`src/rtl/regfile_param.sv`:
```
`default_nettype none
// ============================================================================
// Module   : regfile_param
// Brief    : 2**ABITS x WIDTH register file, register 0 hard-wired to zero,
//            two combinational read ports, one write port, and a clear FSM
//            that sweeps registers 1..NREGS-1 to zero one per cycle.
//            Optional macro REGFILE_BYPASS_EN forwards write data to reads.
// Revision : 1.0 - initial release
// ============================================================================
module regfile_param #(
  parameter int WIDTH = 32,
  parameter int ABITS = 5
) (
  input  logic             CLK,
  input  logic             RST,
  input  logic             Wen,
  input  logic [ABITS-1:0] Wsel,
  input  logic [WIDTH-1:0] wdat,
  input  logic [ABITS-1:0] rsel1,
  input  logic [ABITS-1:0] rsel2,
  output logic [WIDTH-1:0] rdat1,
  output logic [WIDTH-1:0] rdat2,
  input  logic             clr_req,
  output logic             clr_busy,
  output logic             clr_done,
  output logic             wr_drop
);

  localparam int NREGS = 2**ABITS;
  localparam logic [ABITS-1:0] LAST_PTR = '1;

  typedef enum logic [1:0] {
    S_IDLE  = 2'd0,
    S_SWEEP = 2'd1,
    S_DONE  = 2'd2
  } state_t;

  state_t                         r_state;
  logic [ABITS-1:0]               r_ptr;
  logic                           r_busy;
  logic                           r_done;
  logic [NREGS-1:0][WIDTH-1:0]    r_regs;

  logic [NREGS-1:0]               w_wr_hot;
  logic [NREGS-1:0]               w_clr_hot;
  logic                           w_idle;
  logic                           w_wr_req;

  assign w_idle   = (r_state == S_IDLE);
  assign w_wr_req = Wen && (Wsel != '0);

  // Register 0 never decodes as a target, so it keeps its reset value of zero.
  generate
    for (genvar gi = 0; gi < NREGS; gi++) begin : g_dec
      if (gi == 0) begin : g_zero
        assign w_wr_hot[gi]  = 1'b0;
        assign w_clr_hot[gi] = 1'b0;
      end else begin : g_reg
        assign w_wr_hot[gi]  = w_wr_req && w_idle && (Wsel == ABITS'(gi));
        assign w_clr_hot[gi] = (r_state == S_SWEEP) && (r_ptr == ABITS'(gi));
      end
    end
  endgenerate

  always_ff @(posedge CLK or posedge RST) begin
    if (RST) begin
      r_state <= S_IDLE;
      r_ptr   <= '0;
      r_busy  <= 1'b0;
      r_done  <= 1'b0;
    end else begin
      case (r_state)
        S_IDLE: begin
          r_done <= 1'b0;
          if (clr_req) begin
            r_state <= S_SWEEP;
            r_ptr   <= ABITS'(1);
            r_busy  <= 1'b1;
          end
        end
        S_SWEEP: begin
          // Pointer parks on the last register instead of wrapping.
          if (r_ptr == LAST_PTR) begin
            r_state <= S_DONE;
            r_done  <= 1'b1;
          end else begin
            r_ptr <= r_ptr + ABITS'(1);
          end
        end
        S_DONE: begin
          r_state <= S_IDLE;
          r_ptr   <= '0;
          r_busy  <= 1'b0;
          r_done  <= 1'b0;
        end
        default: begin
          r_state <= S_IDLE;
          r_ptr   <= '0;
          r_busy  <= 1'b0;
          r_done  <= 1'b0;
        end
      endcase
    end
  end

  always_ff @(posedge CLK or posedge RST) begin
    if (RST) begin
      r_regs <= '0;
    end else begin
      for (int i = 0; i < NREGS; i++) begin
        if (w_clr_hot[i]) begin
          r_regs[i] <= '0;
        end else if (w_wr_hot[i]) begin
          r_regs[i] <= wdat;
        end
      end
    end
  end

`ifdef REGFILE_BYPASS_EN
  logic w_byp1;
  logic w_byp2;

  assign w_byp1 = w_wr_req && w_idle && (rsel1 == Wsel);
  assign w_byp2 = w_wr_req && w_idle && (rsel2 == Wsel);
  assign rdat1  = w_byp1 ? wdat : r_regs[rsel1];
  assign rdat2  = w_byp2 ? wdat : r_regs[rsel2];
`else
  assign rdat1 = r_regs[rsel1];
  assign rdat2 = r_regs[rsel2];
`endif

  assign wr_drop  = w_wr_req && !w_idle;
  assign clr_busy = r_busy;
  assign clr_done = r_done;

endmodule
`default_nettype wire

```
`config.mk`:
```
export PLATFORM = sky130hd
export DESIGN_NAME = regfile_param
export DESIGN_NICKNAME = d
export VERILOG_FILES = /design/src/rtl/regfile_param.sv
export SDC_FILE = /design/constraint.sdc
export NUM_CORES = 2
export LEC_CHECK = 0
export BUFFER_PORTS_ARGS = -buffer_cell sky130_fd_sc_hd__buf_2
export CAP_MARGIN = 20
export CORE_UTILIZATION = 50
export CTS_CLUSTER_DIAMETER = 100
export DETAILED_ROUTE_END_ITERATION = 8
export HOLD_SLACK_MARGIN = 0.05
export PLACE_DENSITY_LB_ADDON = 0.1
export SLEW_MARGIN = 5
export SYNTH_ARGS = -nofsm -noshare
export SYNTH_HDL_FRONTEND = slang
export SYNTH_SLANG_ARGS = --single-unit
export TNS_END_PERCENT = 50
```
`constraint.sdc`:
```
create_clock -name CLK -period 90.3 [get_ports CLK]
set_input_delay 18.06 -clock CLK [delete_from_list [all_inputs] [get_ports CLK]]
set_output_delay 18.06 -clock CLK [all_outputs]
set_load 0.05 [all_outputs]
```
==> impl_summary.md <==
Run status
The checks that failed: design-rule violations. The flow ran to the end, but the final reports show violations.

Logic synthesis
The number of library cell types mapped by synthesis is 45. Yosys mapped a number of flops with a built-in enable equal to 0. In the synthesized netlist the dominant register cell turns out to be sky130_fd_sc_hd__dfrtp_1. The sequential cell area fraction in the yosys report is 47.1%. The post-synthesis instance area is 53200 um2. The number of synthesized register bits is 1001. The net count after synthesis is 4356. After technology mapping, the gate count stands at 4299. For this run, asynchronously set or reset flops after synthesis account for 100%. The synthesis warning total is 0. The average cell area after synthesis is 12.4 um2.

Global routing
The residual overflow from global routing is 0. The via count of the first global-routing pass is 41.1k. The initial antenna violation count is 2. The largest net degree at the start of global routing is 157.

Global routing used 37.6% of the available tracks across all layers. The wire length of the first global-routing pass is 293000 um.

Job
Max-cap violations in this run came to 0.

Place
Buffers placed on the I/O ports in this run total 117. At the placement stage, the worst setup path has a slack of 49.85 ns. After detailed placement, the design holds a cell count of 5412. The final weighted congestion in routability-driven placement is 0.872. The final HPWL from detailed placement is 109000 um.

Floorplanning
The floorplan step set the die height to 328 um. In this run the count of I/O pins placed on the die edge is 118. The area of the core is 105000 um2. The die covers 108000 um2. The initial cell density of the core is 50.5%.

The floorplan has 119 rows. The width of the die is 328 um.

Clock network
The post-cts sizing count is 0. Clock-pin slew was measured on the worst setup and hold paths at 0.06 ns. Counting the buffers created by CTS gives 112. The clock tree from TritonCTS is yes. The insertion delay of the later-clocked pin in the worst-skew pair is 0.70 ns. The number of hold buffers added after CTS is 0. The root buffer cell chosen for the clock tree is sky130_fd_sc_hd__clkbuf_16. The post-CTS setup repair buffer count is 0.

The deepest level of the CTS H-tree is 3. The longest clock path from root to sink contains 3 buffers. The number of sinks on the clock net is 1001.

Critical path
The number of cells on the worst reg-to-reg path is 5. The kind of critical path is input pin to output port. The worst reg2reg path endpoint is r_regs[670].

The data required time of the critical path is 72.24 ns. The minimum setup slack among reg-to-reg paths is 86.92 ns. The nature of the critical path startpoint is an input pin. STA puts the critical path data arrival time at 22.35 ns. The kind of capture point of the worst setup path is an output port.

The source of the worst register-to-register timing path is r_state[0]. Along the worst path, the maximum fanout reaches 100.

STA
The number of hold violations in the final report was 0. The maximum clock rate is 0.0247 GHz. The worst setup slack after layout is 49.89 ns.

The clock arrives with 0.0161 ns of skew. The relative slew slack is 29.5%. The total count of max-transition violations in the final report came to 0. Setup violations remaining at the end of the flow were counted as 0. Subtracting the final worst setup slack from the clock period gives 40.41 ns. Dividing the final minimum period by the clock period gives 44.8%. For the pin with the worst max-slew slack, the measured transition is 1.06 ns. For the final routed database, the setup TNS stands at 0 ns. Setup repair after global routing left no endpoint under its margin.

Power
The total power after layout is 1.53 mW. The power per standard cell area is 26.2 nW/um2. The leakage power of the design is 25.8 nW. The worst-case IR drop observed on VDD is 0.0000183 V.

Cells and area
For this run, the post-layout net count is 4192. In the final layout, the share of cells above drive strength 1 is 22.4%. From synthesis to final layout, the design area changed by 10.2%. The number of fill cells is 8823. The post-layout instance count excluding filler cells is 5617. At the end of the flow the core is filled with cells to 55.6%.

Worst hold path
The worst hold-check path type is flip-flop to flip-flop. The startpoint of the worst hold path is clr_busy. The worst hold path passes through 2 cells. For hold timing, the worst endpoint is clr_busy.

Detailed routing
The number of nets still failing antenna checks after routing is 0. The number of optimization iterations in the first detailed-route pass is 8. The detailed-route vias per instance is 7.35.

The routed wire length is 203000 um. After the first detailed-routing iteration, the DRC count stood at 4801. Dividing the detail-routed wire length by the instance count gives 36.1 um. The routed layout has 41.3k vias. After detailed routing, the number of remaining DRC violations is 20.
## metrics by stage
step                hold WS, ns  cell area [um2]
detailed placement        0.484            55000
finish                    0.490            58600
CTS                       0.499            58600
global placement          0.479            55000
global route              0.524            58600
floorplan                 0.477            53200
## where the power goes
part	internal (mW)	switching (mW)
registers	0.568	0.0977
logic	0.195	0.217
clock network	0.263	0.194
total	1.03	0.509
## kinds of logic (layout without fill, tap and decap cells)
logic type,Yosys count,in the layout,synth area share (%)
buffers and inverters,563,489,4.25
multiplexers,705,705,22.4
other,0,1,0
AO/OA/AOI/OAI,1410,1410,20.6
XOR/XNOR,1,1,0.0165
AND/OR/NAND/NOR,613,613,5.46
adder cells (fa/ha/maj),6,6,0.141
flip-flops,1001,1001,47.1
## flip-flops by register name, summed over array words and instances, names as in the netlist
name and cells:
clr_done 1, r_regs 992, r_ptr 5, r_state 2, clr_busy 1
## worst max path at each step
stage,from,to,slack [ns],cells past startpoint
global route,rsel2[0],rdat2[10],49.72,8
detailed placement,rsel2[0],rdat2[10],49.85,8
global placement,rsel2[0],rdat2[10],49.89,8
floorplan,RST,clr_busy,44.08,1
finish,rsel2[0],rdat2[10],49.89,8
CTS,rsel2[0],rdat2[10],49.84,8
## cell usage in the layout, fill, tap and decap left out, types with 9 or more instances in the layout
master                      Yosys  routed
sky130_fd_sc_hd__a211oi_1      65      65
sky130_fd_sc_hd__a21oi_4        0      14
sky130_fd_sc_hd__o21ai_0      243     243
sky130_fd_sc_hd__o21ai_1       16      16
sky130_fd_sc_hd__clkbuf_16      0     117
sky130_fd_sc_hd__buf_2         69     109
sky130_fd_sc_hd__nand2_1      460     451
sky130_fd_sc_hd__buf_4          2     128
sky130_fd_sc_hd__dfrtp_1     1001    1001
sky130_fd_sc_hd__a22o_1       927     927
sky130_fd_sc_hd__clkinv_2       0      20
sky130_fd_sc_hd__and2_1        67      65
sky130_fd_sc_hd__clkbuf_1     413      31
sky130_fd_sc_hd__clkbuf_8       0      26
sky130_fd_sc_hd__nor2_1        14      11
sky130_fd_sc_hd__inv_1         42      39
sky130_fd_sc_hd__nor3_4         2      10
sky130_fd_sc_hd__mux2i_1      258     258
sky130_fd_sc_hd__o22ai_1       64      64
sky130_fd_sc_hd__nor4_4         8      14
sky130_fd_sc_hd__nand2_2        0       9
sky130_fd_sc_hd__o31ai_1       64      64
sky130_fd_sc_hd__mux4_2       384     384
sky130_fd_sc_hd__mux2_2        63      63
## area by class of cell
type,instances,area [um2],area share (%)
Inverter,42,165,0.282
Sequential cell,1001,25000,42.7
Antenna cell,1,2.50,0.00427
Tap cell,1391,1740,2.97
Timing Repair Buffer,243,1610,2.74
Clock inverter,30,225,0.384
Multi-Input combinational cell,2735,26400,45.1
Clock buffer,174,3400,5.81
## critical path: stages
cell,delay (ns)
sky130_fd_sc_hd__buf_8,0.54
sky130_fd_sc_hd__buf_4,0.80
sky130_fd_sc_hd__buf_12,0.62
sky130_fd_sc_hd__mux4_2,0.61
sky130_fd_sc_hd__a22o_1,0.25
sky130_fd_sc_hd__o21ai_0,0.56
sky130_fd_sc_hd__o31ai_1,0.38
sky130_fd_sc_hd__buf_2,0.32
## synthesized netlist by cell type (all sizes together) (42+ instances only)
master	number	share of area (%)
inv	42	0.30
a22o	927	15
nand2	460	3.2
dfrtp	1001	47
mux2	63	1.3
mux2i	258	4.9
o31ai	64	0.90
buf	108	1.0
and2	67	0.79
a211oi	65	0.92
clkbuf	413	2.9
o22ai	64	0.75
o21ai	259	2.4
mux4	384	16
## layer usage
metal	vias to the layer above	track usage, %	part of all wire, %
met5	-	0.133	0.0069
met1	21600	50.8	39
met4	2	17.6	5.3
met3	624	9.62	11
li1	16300	-	-
met2	2730	57.0	45
Power figures use the tool's default switching activity.
